File: src/rtl/add64_sequencer.sv
// add64_sequencer: 64-bit unsigned add built from three passes (low, carry-in, high) through a
// shared carry-less DATA_W-bit adder. Define ADD64_CARRY_EN to add the carry_o port.
module add64_sequencer #(
  parameter int DATA_W = 32  // matches calculator_pkg adder width
) (
  input  logic                clk_i,
  input  logic                rst_i,
  input  logic                in_valid_i,
  output logic                in_ready_o,
  input  logic [2*DATA_W-1:0] op_a_i,
  input  logic [2*DATA_W-1:0] op_b_i,
  output logic [DATA_W-1:0]   adder_a_o,
  output logic [DATA_W-1:0]   adder_b_o,
  input  logic [DATA_W-1:0]   adder_sum_i,
  output logic                out_valid_o,
  input  logic                out_ready_i,
  output logic [2*DATA_W-1:0] result_o,
`ifdef ADD64_CARRY_EN
  output logic                carry_o,
`endif
  output logic [2:0]          dbg_state_o
);

  // Handshakes: a transfer happens on a rising edge where valid and ready are both high.
  // Input side accepts only in IDLE; the result is held with out_valid_o high until taken.
  typedef enum logic [2:0] {
    S_IDLE = 3'd0,
    S_LO   = 3'd1,
    S_CIN  = 3'd2,
    S_HI   = 3'd3,
    S_DONE = 3'd4
  } state_t;

  state_t              r_state;
  state_t              w_next_state;
  logic [2*DATA_W-1:0] r_a;
  logic [DATA_W-1:0]   r_b_hi;
  logic [DATA_W-1:0]   r_sum_lo;
  logic [DATA_W-1:0]   r_t;
  logic                r_c0;
  logic [DATA_W-1:0]   r_adder_a;
  logic [DATA_W-1:0]   r_adder_b;
  logic [2*DATA_W-1:0] r_result;
  logic                r_out_valid;
  logic                w_c0;
  logic                w_c2;
  logic                w_a_hi_ones;
`ifdef ADD64_CARRY_EN
  logic                r_c1;
  logic                r_c2;
`endif

  // Carries are recovered by unsigned comparison since the adder has no carry pins.
  assign w_c0        = (adder_sum_i < r_a[DATA_W-1:0]);
  assign w_c2        = (adder_sum_i < r_t);
  assign w_a_hi_ones = &r_a[2*DATA_W-1:DATA_W];

  always_ff @(posedge clk_i) begin
    if (rst_i) r_state <= S_IDLE;
    else       r_state <= w_next_state;
  end

  always_comb begin
    w_next_state = r_state;
    case (r_state)
      S_IDLE:  if (in_valid_i) w_next_state = S_LO;
      S_LO:    w_next_state = S_CIN;
      S_CIN:   w_next_state = S_HI;
      S_HI:    w_next_state = S_DONE;
      S_DONE:  if (out_ready_i) w_next_state = S_IDLE;
      default: w_next_state = S_IDLE;
    endcase
  end

  always_comb begin
    in_ready_o  = (r_state == S_IDLE) & ~rst_i;
    out_valid_o = r_out_valid;
    result_o    = r_result;
    adder_a_o   = r_adder_a;
    adder_b_o   = r_adder_b;
    dbg_state_o = r_state;
`ifdef ADD64_CARRY_EN
    carry_o     = r_out_valid & (r_c1 | r_c2);
`endif
  end

  always_ff @(posedge clk_i) begin
    if (rst_i) begin
      r_a         <= '0;
      r_b_hi      <= '0;
      r_sum_lo    <= '0;
      r_t         <= '0;
      r_c0        <= 1'b0;
      r_adder_a   <= '0;
      r_adder_b   <= '0;
      r_result    <= '0;
      r_out_valid <= 1'b0;
`ifdef ADD64_CARRY_EN
      r_c1        <= 1'b0;
      r_c2        <= 1'b0;
`endif
    end else begin
      case (r_state)
        S_IDLE: begin
          if (in_valid_i) begin
            r_a       <= op_a_i;
            r_b_hi    <= op_b_i[2*DATA_W-1:DATA_W];
            r_adder_a <= op_a_i[DATA_W-1:0];
            r_adder_b <= op_b_i[DATA_W-1:0];
          end
        end
        S_LO: begin
          r_sum_lo  <= adder_sum_i;
          r_c0      <= w_c0;
          r_adder_a <= r_a[2*DATA_W-1:DATA_W];
          r_adder_b <= {{(DATA_W-1){1'b0}}, w_c0};
        end
        S_CIN: begin
          r_t       <= adder_sum_i;
`ifdef ADD64_CARRY_EN
          r_c1      <= r_c0 & w_a_hi_ones;
`endif
          r_adder_a <= adder_sum_i;
          r_adder_b <= r_b_hi;
        end
        S_HI: begin
          r_result    <= {adder_sum_i, r_sum_lo};
`ifdef ADD64_CARRY_EN
          r_c2        <= w_c2;
`endif
          r_adder_a   <= '0;
          r_adder_b   <= '0;
          r_out_valid <= 1'b1;
        end
        S_DONE: begin
          if (out_ready_i) r_out_valid <= 1'b0;
        end
        default: begin
          r_out_valid <= 1'b0;
        end
      endcase
    end
  end

`ifndef ADD64_CARRY_EN
  // Carry comparisons only feed carry_o; keep them referenced in the default build.
  logic w_unused;
  assign w_unused = w_c2 ^ w_a_hi_ones;
`endif

endmodule

File: config.mk
export PLATFORM = sky130hd
export DESIGN_NAME = add64_sequencer
export DESIGN_NICKNAME = d
export VERILOG_FILES = /design/src/rtl/add64_sequencer.sv
export SDC_FILE = /design/constraint.sdc
export NUM_CORES = 1
export LEC_CHECK = 0
export ABC_AREA = 0
export ABC_CLOCK_PERIOD_IN_PS = 1900
export BUFFER_PORTS_ARGS = -buffer_cell sky130_fd_sc_hd__buf_2
export CAP_MARGIN = 20
export CORE_AREA = 4 4 149 151
export DETAILED_ROUTE_END_ITERATION = 10
export DIE_AREA = 0 0 153 155
export PLACE_DENSITY = 0.81
export SLEW_MARGIN = 20
export SYNTH_ARGS = -nofsm -noshare
export SYNTH_HDL_FRONTEND = slang
export SYNTH_SLANG_ARGS = --single-unit
File: constraint.sdc
create_clock -name clk_i -period 1.9 [get_ports clk_i]
set_clock_uncertainty 0.1 [all_clocks]
set_input_delay 0.38 -clock clk_i [delete_from_list [all_inputs] [get_ports clk_i]]
set_output_delay 0.38 -clock clk_i [all_outputs]
set_load 0.05 [all_outputs]
# After elaboration in Yosys (flattened, before gate mapping)
# Cells that the tools add are included.
[totals] regBits=260 latch_bits=0 ramBits=0 romBits=0 input_bits=164 out_inout_bits=133 word_cells=34 n_memories=0
[op_classes] addsub=0 mul=0 div_mod_pow=0 n_lt_le_gt_ge=1 eq_ne=6 shifts=0 n_mux=9 bitwise_logic=3 n_reduce_logical=7
[op_table] op="$pmux 32 s4" count=2
[op_table] op="$mux 32" count=2
[op_table] op="$lt 32x32->1" count=1
[op_table] op="$pmux 3 s5" count=1
[op_table] op="$reduce_and 2->1" count=4
[op_table] op="$eq 3x2->1 const B" count=2
[op_table] op="$mux 3" count=2
[op_table] op="$ne 2x2->1 const B" count=2
[op_table] op="$reduce_bool 4->1" count=1
[op_table] op="$eq 3x1->1 const B" count=1
[op_table] op="$eq 3x3->1 const B" count=1
[op_table] op="$logic_not 3->1" count=1
[op_table] op="$pmux 1 s3" count=1
[op_table] op="$reduce_or 3->1" count=1
[op_table] op="$not 1->1" count=2
[op_table] op="$and 1x1->1" count=1
[op_table] op="$mux 1" count=1

# Depth between registers and ports, before layout
# Gate-level depths: netlist (run 1).
[logic_depth] depth_word=4 ltp_mapped=8 depth_no_buf=7

# Worst setup path before layout (run 1)
# OpenSTA, ideal clock, no wires.
[synth_timing] kind="register to output" from="register r_state[2] (netlist: dbg_state_o[2])" to="output in_ready_o" arrival_time_ns=2.644 required_ns=1.420 slack_ns=-1.224 path_stages_with_launch=5 path_buffers=3 cell_sequence="dfxtp_1 buf_4 buf_2 buf_1 nor4_1"
[synth_between] elab_chain_len=2
[synth_rtl] item="start, declared" line="34" source="state_t r_state;"
[synth_rtl] item="start signal, assigned" line="60" source="else r_state <= w_next_state;"
[synth_rtl] item="$logic_not 3->1" line="76" source="in_ready_o = (r_state == S_IDLE) & ~rst_i;"
[synth_rtl] item="$and 1x1->1" line="76"
[synth_rtl] item="end, declared" line="9" source="output logic in_ready_o,"
# No other way between the ends.

# Worst setup path after layout (run 1)
[layout_timing] from="register r_state[1] (netlist: dbg_state_o[1])" to="output in_ready_o"
# Same word-level chain as after synthesis.

==> results of run 1 <==
per-layer routing:
layer	global-route usage, %	wire length [µm]	up-vias
li1	-	-	5273
met1	35.8	14000	4985
met2	43.9	15600	503
met3	6.12	2900	96
met4	10.2	1290	4
met5	0	21	-
sequential cells by signal, summed over array words and instances (netlist names):
register,cells
out_valid_o,1
adder_b_o,32
r_a,64
r_sum_lo,32
adder_a_o,32
dbg_state_o,3
result_o,64
r_b_hi,32
power groups by stage:
stage | registers [mW] | logic (mW) | clock network [mW]
3_5_place_dp | 6.25 | 3.20 | 0
4_1_cts | 6.12 | 3.37 | 5.57
5_1_grt | 6.17 | 3.69 | 5.80
6_report | 6.13 | 3.41 | 5.49
2_1_floorplan | 6.97 | 1.49 | 0
3_3_place_gp | 6.23 | 3.15 | 0
cell usage after synthesis (2+ instances only):
cell type and n:
buf_2 41, o221ai_1 32, or2_1 2, nand3_1 2
a31oi_1 2, nand4_1 3, ha_1 31, nor3_1 35
or3_1 2, a221oi_1 32, buf_1 5, nand2_1 425
nor2_1 41, inv_1 65, dfxtp_1 260, nand2b_1 3
a21oi_1 303, clkbuf_1 48, buf_4 16, o21ai_0 7
a21o_1 2, a211oi_1 2, inv_2 2, nor4_1 2
metrics by stage:
step	worst slack, ps	TNS, ps	hold slack, ps	utilization (%)
after floorplan	-56.2	-56.2	331	-
after global placement	39.7	0	337	59.7
after detailed placement	-13.5	-13.5	343	59.7
after CTS	-80.5	-80.5	0.0348	67.8
after global routing	-121	-121	10.3	67.9
final	-59.9	-59.9	0.812	67.9
cells by family after synthesis:
kind of cell,Yosys count
AOI/OAI and AO/OA,385
xor gates and xnor gates,1
adders and majority gates,31
buffers and inverters,177
DFF,260
and+or+nand+nor,524
layout make-up:
| cell class | count | share of cell area [%] |
|---|---|---|
| well taps | 275 | 2.43 |
| clock inverters | 14 | 1.16 |
| diodes | 3 | 0.0531 |
| flip-flops and latches | 260 | 36.9 |
| repair buffers | 408 | 18.7 |
| clock buffers | 35 | 5.48 |
| inverters | 67 | 1.78 |
| multi-input cells | 941 | 33.5 |
tightest hold or removal path, stage by stage:
cell and delay [ps]:
buf_2 90, nand2_1 60, a21oi_1 60
worst max path at each step:
stage,start,to,slack [ps],cells past startpoint
final,dbg_state_o[1],in_ready_o,-60,3
after global routing,dbg_state_o[2],in_ready_o,-120,3
after CTS,dbg_state_o[1],in_ready_o,-80,3
after detailed placement,adder_sum_i[30],adder_b_o[0],-10,7
after global placement,adder_sum_i[22],adder_b_o[0],40,7
after floorplan,dbg_state_o[2],in_ready_o,-60,4
what timing repair did:
item,CTS,global route
setup endpoints to repair,3,73
resized for setup,8,5
cloned,0,0
hold buffers,69,0
pin swaps,1,1
setup buffers,4,1
hold endpoints to repair,69,0
==> impl_metrics.yaml, run 1 <==
synthesis:
  syn-cell-area_um2: 10700
  synth-edff-count: 0
  synthMuxAreaShare_pct: 0
  ys_seq_area_share_pct: 48.8
  syn_avg_cell_area_um2: 7.74
  synth_area_leader_cell: "dfxtp_1"
  yosysTopAreaCellShare_pct: 48.8
  synth-simple-area-share_pct: 19.6
  ys_types: 39
  netlist_instances: 1378
  synthXorXnorAreaFrac_pct: 0.0822
  ys.flop_type: "dfxtp_1"
  yosys-top-cells-area: "dfxtp_1 (49%), nand2_1 (15%), a21oi_1 (14%), ha_1 (3.6%), a221oi_1 (2.6%)"
  yosysWarnings: 0
  synth_nets: 1573
  async_flop_share_pct: 0
  synth_top_family_by_area: "compound AO/OA/AOI/OAI gates"
  synth_compound_area_share_pct: 20.6
  synth_fa_ha_area_share_pct: 3.64
  synth-seq-cells: 260
sta:
  rsz0062_at_grt: "yes"
  fin_crit_sh_pct: 103
  setup_violations: 1
  final.min_clock_period_ps: 1960
  worst_slew_margin_rel_pct: 62.8
  hold_viol: 0
  setup_ws_ps: -59.9
  fmaxAchievable_mhz: 510
  timing.final.max_slew_violations: 0
  max_slew.worst_pin.slew_ps: 558
pwr:
  swShare_pct: 31.6
  power.total_mw: 15.0
  ir_drop_mv: 0.758
  internal-power_mw: 10.3
  clkPwrFrac_pct: 36.5
  combPwrFrac_pct: 22.7
  power.density_nw_per_um2: 1060
  p_sw_mw: 4.75
  leakagePower_nw: 6.07
  power_frac_seq_pct: 40.8
global_route:
  grt_first_pass_wirelength_um: 54200
  grt-ovfl-total: 0
  grt_pass1_vias: 10600
  antenna_found_initial: 5
  grt_max_degree: 123
  grt_usage_pct: 27.1
setup_path:
  arrival_ps: 1480
  cp_num_buf_inv: 2
  path_cells: "buf_6 -> nor4_4 -> buf_6"
  cp_max_fo: 2
  crit_top_cell: "buf_6"
  path_class: "flip-flop to primary output"
  critPathLaunchType: "flip-flop"
  reg2reg_to: "result_o[35]"
  crit_family: "flip-flops"
  r2r_slack_ps: 60
  slowest_delay_ps: 350
  r2r_cells: 6
  slowest_stage: "dfxtp_4"
  r2r_start: "dbg_state_o[0]"
  cp-end-kind: "primary output"
  cp.required_ps: 1420
placement:
  post-place-cells: 1877
  finalWeightedCongestion: 0.970
  io_buffers: 296
  place_area_um2: 12400
  dp_hpwl_um: 22600
hold_path:
  worstHoldPathType: "input port to flip-flop"
  holdPathStages: 3
  hp-start: "op_a_i[59]"
  holdPathEnd: "r_a[59]"
route:
  wl_per_cell_um: 16.9
  antenna_left: 0
  drt_iter0_drc: 725
  routed_wl_um: 33800
  via_count: 10900
  via_per_inst: 5.42
  drc: 0
  first_pass_iters: 6
layout:
  layout.cells.non_filler: 2003
  register_area_um2: 5220
  most-common-layout-cells: "nand2_1 (425), a21oi_1 (303), buf_2 (294), dfxtp_1 (257), dlygate4sd3_1 (69)"
  syn_to_final_growth_pct: 32.7
  nFillCells: 1705
  drive_gt1_share_pct: 23.5
  final_common_cell: "nand2_1"
  final_cell_area_um2: 14100
  multi_input_comb_area_um2: 4740
  final_nets: 1900
clock_tree:
  cts_tree: "done"
  insertion_delay_ps: 530
  cts_buffer_depth: 3
  cts.clk_slew.worst_paths_ps: 60
  cts.sinks: 260
  h-tree-depth: 1
  cts_root_buf: "clkbuf_16"
  cts_made_buffers: 27
floorplanning:
  die_area_um2: 23700
  initial_core_util_pct: 51.2
  pin_count: 297
  core.rowCount: 53
  die_width_um: 153
  core_um2: 20800
  die_h_um: 155
status:
  violations: "setup timing"
  status: "finished, violations left"
job:
  cap_violations: 0
Power figures use the tool's default switching activity.
==> run 2, diff against run 1 <==
--- a/config.mk
+++ b/config.mk
@@ -13,6 +13,7 @@
 export DETAILED_ROUTE_END_ITERATION = 10
 export DIE_AREA = 0 0 153 155
 export PLACE_DENSITY = 0.81
+export RECOVER_POWER = 25
 export SLEW_MARGIN = 20
 export SYNTH_ARGS = -nofsm -noshare
 export SYNTH_HDL_FRONTEND = slang
==> constraint.sdc (replaced) <==
create_clock -name clk_i -period 1.9 [get_ports clk_i]
set_clock_uncertainty 0.1 [all_clocks]
set_input_delay 0 -clock clk_i [delete_from_list [all_inputs] [get_ports clk_i]]
set_output_delay 0 -clock clk_i [all_outputs]
set_load 0.05 [all_outputs]
==> impl_metrics.yaml, run 2 (synthesis gave the netlist of run 1 again) <==
status:
  status: "finished clean"
setup_path:
  crit_family: "buffers and inverters"
  slowest_stage: "dfxtp_2"
  r2r_cells: 6
  cp_max_fo: 32
  slowest_delay_ps: 470
  r2r_slack_ps: 50
  cp-end-kind: "flip-flop"
  path_cells: "inv_2 -> buf_12 -> nor3_4 -> buf_6 -> nand2_1 -> a21oi_1"
  path_class: "flip-flop to flip-flop"
  arrival_ps: 2210
  critPathLaunchType: "flip-flop"
  r2r_start: "dbg_state_o[1]"
  cp_num_buf_inv: 3
  reg2reg_to: "result_o[17]"
  cp.required_ps: 2260
pwr:
  swShare_pct: 32.1
  power_frac_seq_pct: 41.1
  internal-power_mw: 10.2
  clkPwrFrac_pct: 35.4
  combPwrFrac_pct: 23.6
  power.density_nw_per_um2: 1010
  p_sw_mw: 4.82
  ir_drop_mv: 0.833
  leakagePower_nw: 6.03
layout:
  syn_to_final_growth_pct: 39.5
  final_nets: 1984
  layout.cells.non_filler: 2086
  drive_gt1_share_pct: 16.6
  final_cell_area_um2: 14900
  register_area_um2: 5210
  final_common_cell: "nand2_1"
  nFillCells: 1549
  most-common-layout-cells: "nand2_1 (425), a21oi_1 (303), dfxtp_1 (257), buf_2 (202), dlygate4sd3_1 (163)"
  multi_input_comb_area_um2: 4740
global_route:
  grt_first_pass_wirelength_um: 57700
  grt-ovfl-total: 0
  grt_max_degree: 86
  grt_pass1_vias: 11300
  antenna_found_initial: 1
  grt_usage_pct: 29.1
sta:
  setup_violations: 0
  max_slew.worst_pin.slew_ps: 708
  hold_viol: 0
  holdWs_ps: 153
  fmaxAchievable_mhz: 540
  fin_crit_sh_pct: 97.5
  worst_slew_margin_rel_pct: 53.0
  timing.final.max_slew_violations: 0
  final.min_clock_period_ps: 1850
placement:
  post-place-cells: 1871
  dp_hpwl_um: 21700
  finalWeightedCongestion: 0.924
  place_area_um2: 12400
  io_buffers: 296
floorplanning:
  pin_count: 297
  initial_core_util_pct: 51.2
  die_width_um: 153
  die_area_um2: 23700
  core.rowCount: 53
  die_h_um: 155
  core_um2: 20800
route:
  first_pass_iters: 6
  via_per_inst: 5.59
  via_count: 11700
  antenna_left: 0
  wl_per_cell_um: 17.7
  drc: 0
  routed_wl_um: 37000
  drt_iter0_drc: 996
hold_path:
  hp-start: "op_b_i[59]"
  holdPathEnd: "r_b_hi[27]"
  worstHoldPathType: "input port to flip-flop"
  holdPathStages: 4
clock_tree:
  cts.sinks: 260
  cts_made_buffers: 27
  insertion_delay_ps: 540
  cts.clk_slew.worst_paths_ps: 60
  cts_tree: "done"
  h-tree-depth: 1
  postCtsSetupRepairBufs: 0
  cts_root_buf: "clkbuf_16"
  cts_buffer_depth: 3
job:
  cap_violations: 0
==> run 2: how the worst max path moves through the flow <==
stage / from / to / slack [ps] / cells past startpoint
after detailed placement: r_a[23] / adder_b_o[0] / 70 / 7
after global placement: r_a[22] / adder_b_o[0] / 120 / 7
after floorplan: dbg_state_o[2] / in_ready_o / 8 / 4
after global routing: dbg_state_o[1] / result_o[49] / -10 / 6
final: dbg_state_o[1] / result_o[17] / 50 / 6
after CTS: r_a[23] / adder_b_o[0] / 60 / 7
==> run 2: per-stage QoR <==
| step | setup slack [ps] | setup TNS, ps | util, % | power, mW |
|---|---|---|---|---|
| after detailed placement | 66.9 | 0 | 59.6 | 9.42 |
| after global placement | 116 | 0 | 59.6 | 9.35 |
| after floorplan | 8.37 | 0 | - | 8.46 |
| after global routing | -14.3 | -126 | 71.4 | 15.6 |
| final | 47.5 | 0 | 71.4 | 15.0 |
| after CTS | 57.7 | 0 | 71.8 | 15.0 |
==> run 2: area by class of cell <==
cell class	count	share of cell area (%)
Tap cell	275	2.31
Timing Repair Buffer	492	23.0
Clock buffer	36	5.17
Inverter	67	1.69
Antenna cell	2	0.0337
Multi-Input combinational cell	941	31.9
Sequential cell	260	35.0
Clock inverter	13	0.883
==> run 2: timing repair <==
item,CTS,global route
setup endpoints to repair,0,23
resized for setup,0,5
endpoints found under the hold margin,232,0
hold buffers,163,0
==> run 2: power groups by stage <==
stage / registers [mW] / logic [mW] / clock network, mW
floorplan: 6.97 / 1.49 / 0
global placement: 6.23 / 3.12 / 0
detailed placement: 6.24 / 3.17 / 0
CTS: 6.13 / 3.45 / 5.38
global route: 6.20 / 3.79 / 5.61
finish: 6.16 / 3.53 / 5.31
==> run 2: tightest hold or removal path: cells and delay by family <==
| family | cells | cell delay, ps |
|---|---|---|
| AND/OR/NAND/NOR | 1 | 50 |
| buffers and inverters | 2 | 650 |
| AO/OA/AOI/OAI | 1 | 50 |
==> run 2: routing by layer <==
layer | wire length [µm] | global-route usage [%] | vias to the layer above
met3 | 3370 | 6.56 | 200
met5 | 0 | 0 | -
met2 | 17100 | 47.4 | 711
met1 | 14300 | 36.1 | 5301
li1 | - | - | 5444
met4 | 2140 | 15.5 | 0
==> run 3, diff against run 2 <==
--- a/config.mk
+++ b/config.mk
@@ -9,10 +9,10 @@
 export ABC_CLOCK_PERIOD_IN_PS = 1900
 export BUFFER_PORTS_ARGS = -buffer_cell sky130_fd_sc_hd__buf_2
 export CAP_MARGIN = 20
-export CORE_AREA = 4 4 149 151
+export CORE_AREA = 4 4 171 173
 export DETAILED_ROUTE_END_ITERATION = 10
-export DIE_AREA = 0 0 153 155
-export PLACE_DENSITY = 0.81
+export DIE_AREA = 0 0 175 177
+export PLACE_DENSITY = 0.65
 export RECOVER_POWER = 25
 export SLEW_MARGIN = 20
 export SYNTH_ARGS = -nofsm -noshare
==> impl_metrics.yaml, run 3 (synthesis gave the netlist of run 1 again) <==
status:
  status: "finished clean"
route:
  antenna_left: 0
  via_per_inst: 5.09
  drt_iter0_drc: 938
  first_pass_iters: 5
  via_count: 11200
  drc: 0
  routed_wl_um: 36200
  wl_per_cell_um: 16.5
sta:
  worst_slew_margin_rel_pct: 59.2
  max_slew.worst_pin.slew_ps: 611
  timing.final.max_slew_violations: 0
  final.min_clock_period_ps: 1830
  hold_viol: 0
  setup_violations: 0
  fmaxAchievable_mhz: 545
  fin_crit_sh_pct: 96.5
  rsz0062_at_grt: "yes"
placement:
  finalWeightedCongestion: 0.864
  post-place-cells: 1974
  dp_hpwl_um: 23000
  place_area_um2: 12500
  io_buffers: 296
clock_tree:
  cts_buffer_depth: 3
  h-tree-depth: 1
  cts.clk_slew.worst_paths_ps: 60
  cts_root_buf: "clkbuf_16"
  cts_tree: "done"
  cts.sinks: 260
  cts_made_buffers: 29
  insertion_delay_ps: 540
job:
  cap_violations: 0
layout:
  layout.cells.non_filler: 2197
  drive_gt1_share_pct: 21.9
  nFillCells: 2543
  register_area_um2: 5210
  final_common_cell: "nand2_1"
  most-common-layout-cells: "nand2_1 (425), a21oi_1 (303), buf_2 (294), dfxtp_1 (257), dlygate4sd3_1 (163)"
  final_nets: 1989
  multi_input_comb_area_um2: 4770
  final_cell_area_um2: 15200
  syn_to_final_growth_pct: 42.8
floorplanning:
  initial_core_util_pct: 38.6
  core.rowCount: 61
  pin_count: 297
  die_area_um2: 31000
  core_um2: 27600
  die_width_um: 175
  die_h_um: 177
global_route:
  grt_first_pass_wirelength_um: 56900
  grt_max_degree: 81
  grt_pass1_vias: 10700
  antenna_found_initial: 6
  grt_usage_pct: 22.2
  grt-ovfl-total: 0
setup_path:
  path_depth: 3
  cp_max_fo: 15
  crit_family: "buffers and inverters"
  arrival_ps: 1730
  cp.required_ps: 1800
  critPathLaunchType: "flip-flop"
  cp_num_buf_inv: 2
  path_cells: "buf_4 -> nor4_4 -> buf_2"
  path_class: "flip-flop to primary output"
  cp-end-kind: "primary output"
  r2r_cells: 5
  slowest_delay_ps: 360
  slowest_stage: "dfxtp_2"
hold_path:
  worstHoldPathType: "input port to flip-flop"
  holdPathStages: 4
pwr:
  leakagePower_nw: 6.45
  power.density_nw_per_um2: 997
  ir_drop_mv: 0.738
  power.total_mw: 15.2
==> run 3: cell count changes in the layout (fill, tap and decap cells not counted), moves of 2 or more <==
cell / previous run / this run
buf_2: 202 / 294
clkbuf_1: 96 / 7
diode_2: 2 / 5
a221oi_1: 32 / 30
a221oi_2: 0 / 2
buf_12: 10 / 12
clkinvlp_4: 2 / 0
==> run 3: metrics by stage <==
stage	setup TNS, ps	hold WS [ps]	utilization (%)	worst slack [ps]
after global placement	-2980	140	45.3	-159
after floorplan	0	36.0	-	8.37
after global routing	-3.26	146	55.1	-3.26
final	0	150	55.1	66.5
after CTS	0	119	54.9	7.51
after detailed placement	-2290	145	45.4	-94.6
==> run 3: layout make-up <==
type	instances	share of cell area [%]
Tap cell	378	3.11
Clock buffer	41	5.39
Inverter	67	1.65
Sequential cell	260	34.2
Multi-Input combinational cell	942	31.3
Clock inverter	10	0.682
Timing Repair Buffer	494	23.5
Antenna cell	5	0.0822
==> run 3: final timing paths <==
kind	end	slack, ps	startpoint
worst max-delay path	in_ready_o	70	dbg_state_o[2]
worst min-delay path	r_b_hi[4]	150	op_b_i[36]
worst max register to register	adder_b_o[24]	70	dbg_state_o[2]
worst min register to register	result_o[13]	350	r_sum_lo[13]
==> run 3: power breakdown <==
| group | total (mW) | internal (mW) | switching, mW | leakage, nW |
|---|---|---|---|---|
| Sequential | 6.14 | 5.90 | 0.240 | 2.13 |
| Combinational | 3.57 | 1.23 | 2.34 | 3.86 |
| Clock | 5.47 | 3.25 | 2.21 | 0.461 |
| Total | 15.2 | 10.4 | 4.79 | 6.45 |
==> run 3: what timing repair did <==
| item | in CTS | in global routing |
|---|---|---|
| resized for setup | 7 | 10 |
| endpoints found under the setup margin | 68 | 53 |
| hold buffers | 163 | 0 |
| pin swaps | 1 | 3 |
| cloned | 1 | 1 |
| buffers inserted | 1 | 1 |
| hold endpoints to repair | 227 | 0 |
==> run 3: worst reg2reg max path: cells and delay by family, from the launching register on <==
kind,cells,cell delay [ps]
simple gates,2,460
buf+inv,2,400
flops,1,360
compound gates,1,360
==> run 3: layer usage <==
layer	up-vias	share of wire [%]	GRT usage, %
li1	5471	-	-
met1	5114	43	29.7
met2	493	45	35.2
met3	103	7.8	5.00
met4	2	4.0	8.54
met5	-	0.033	0
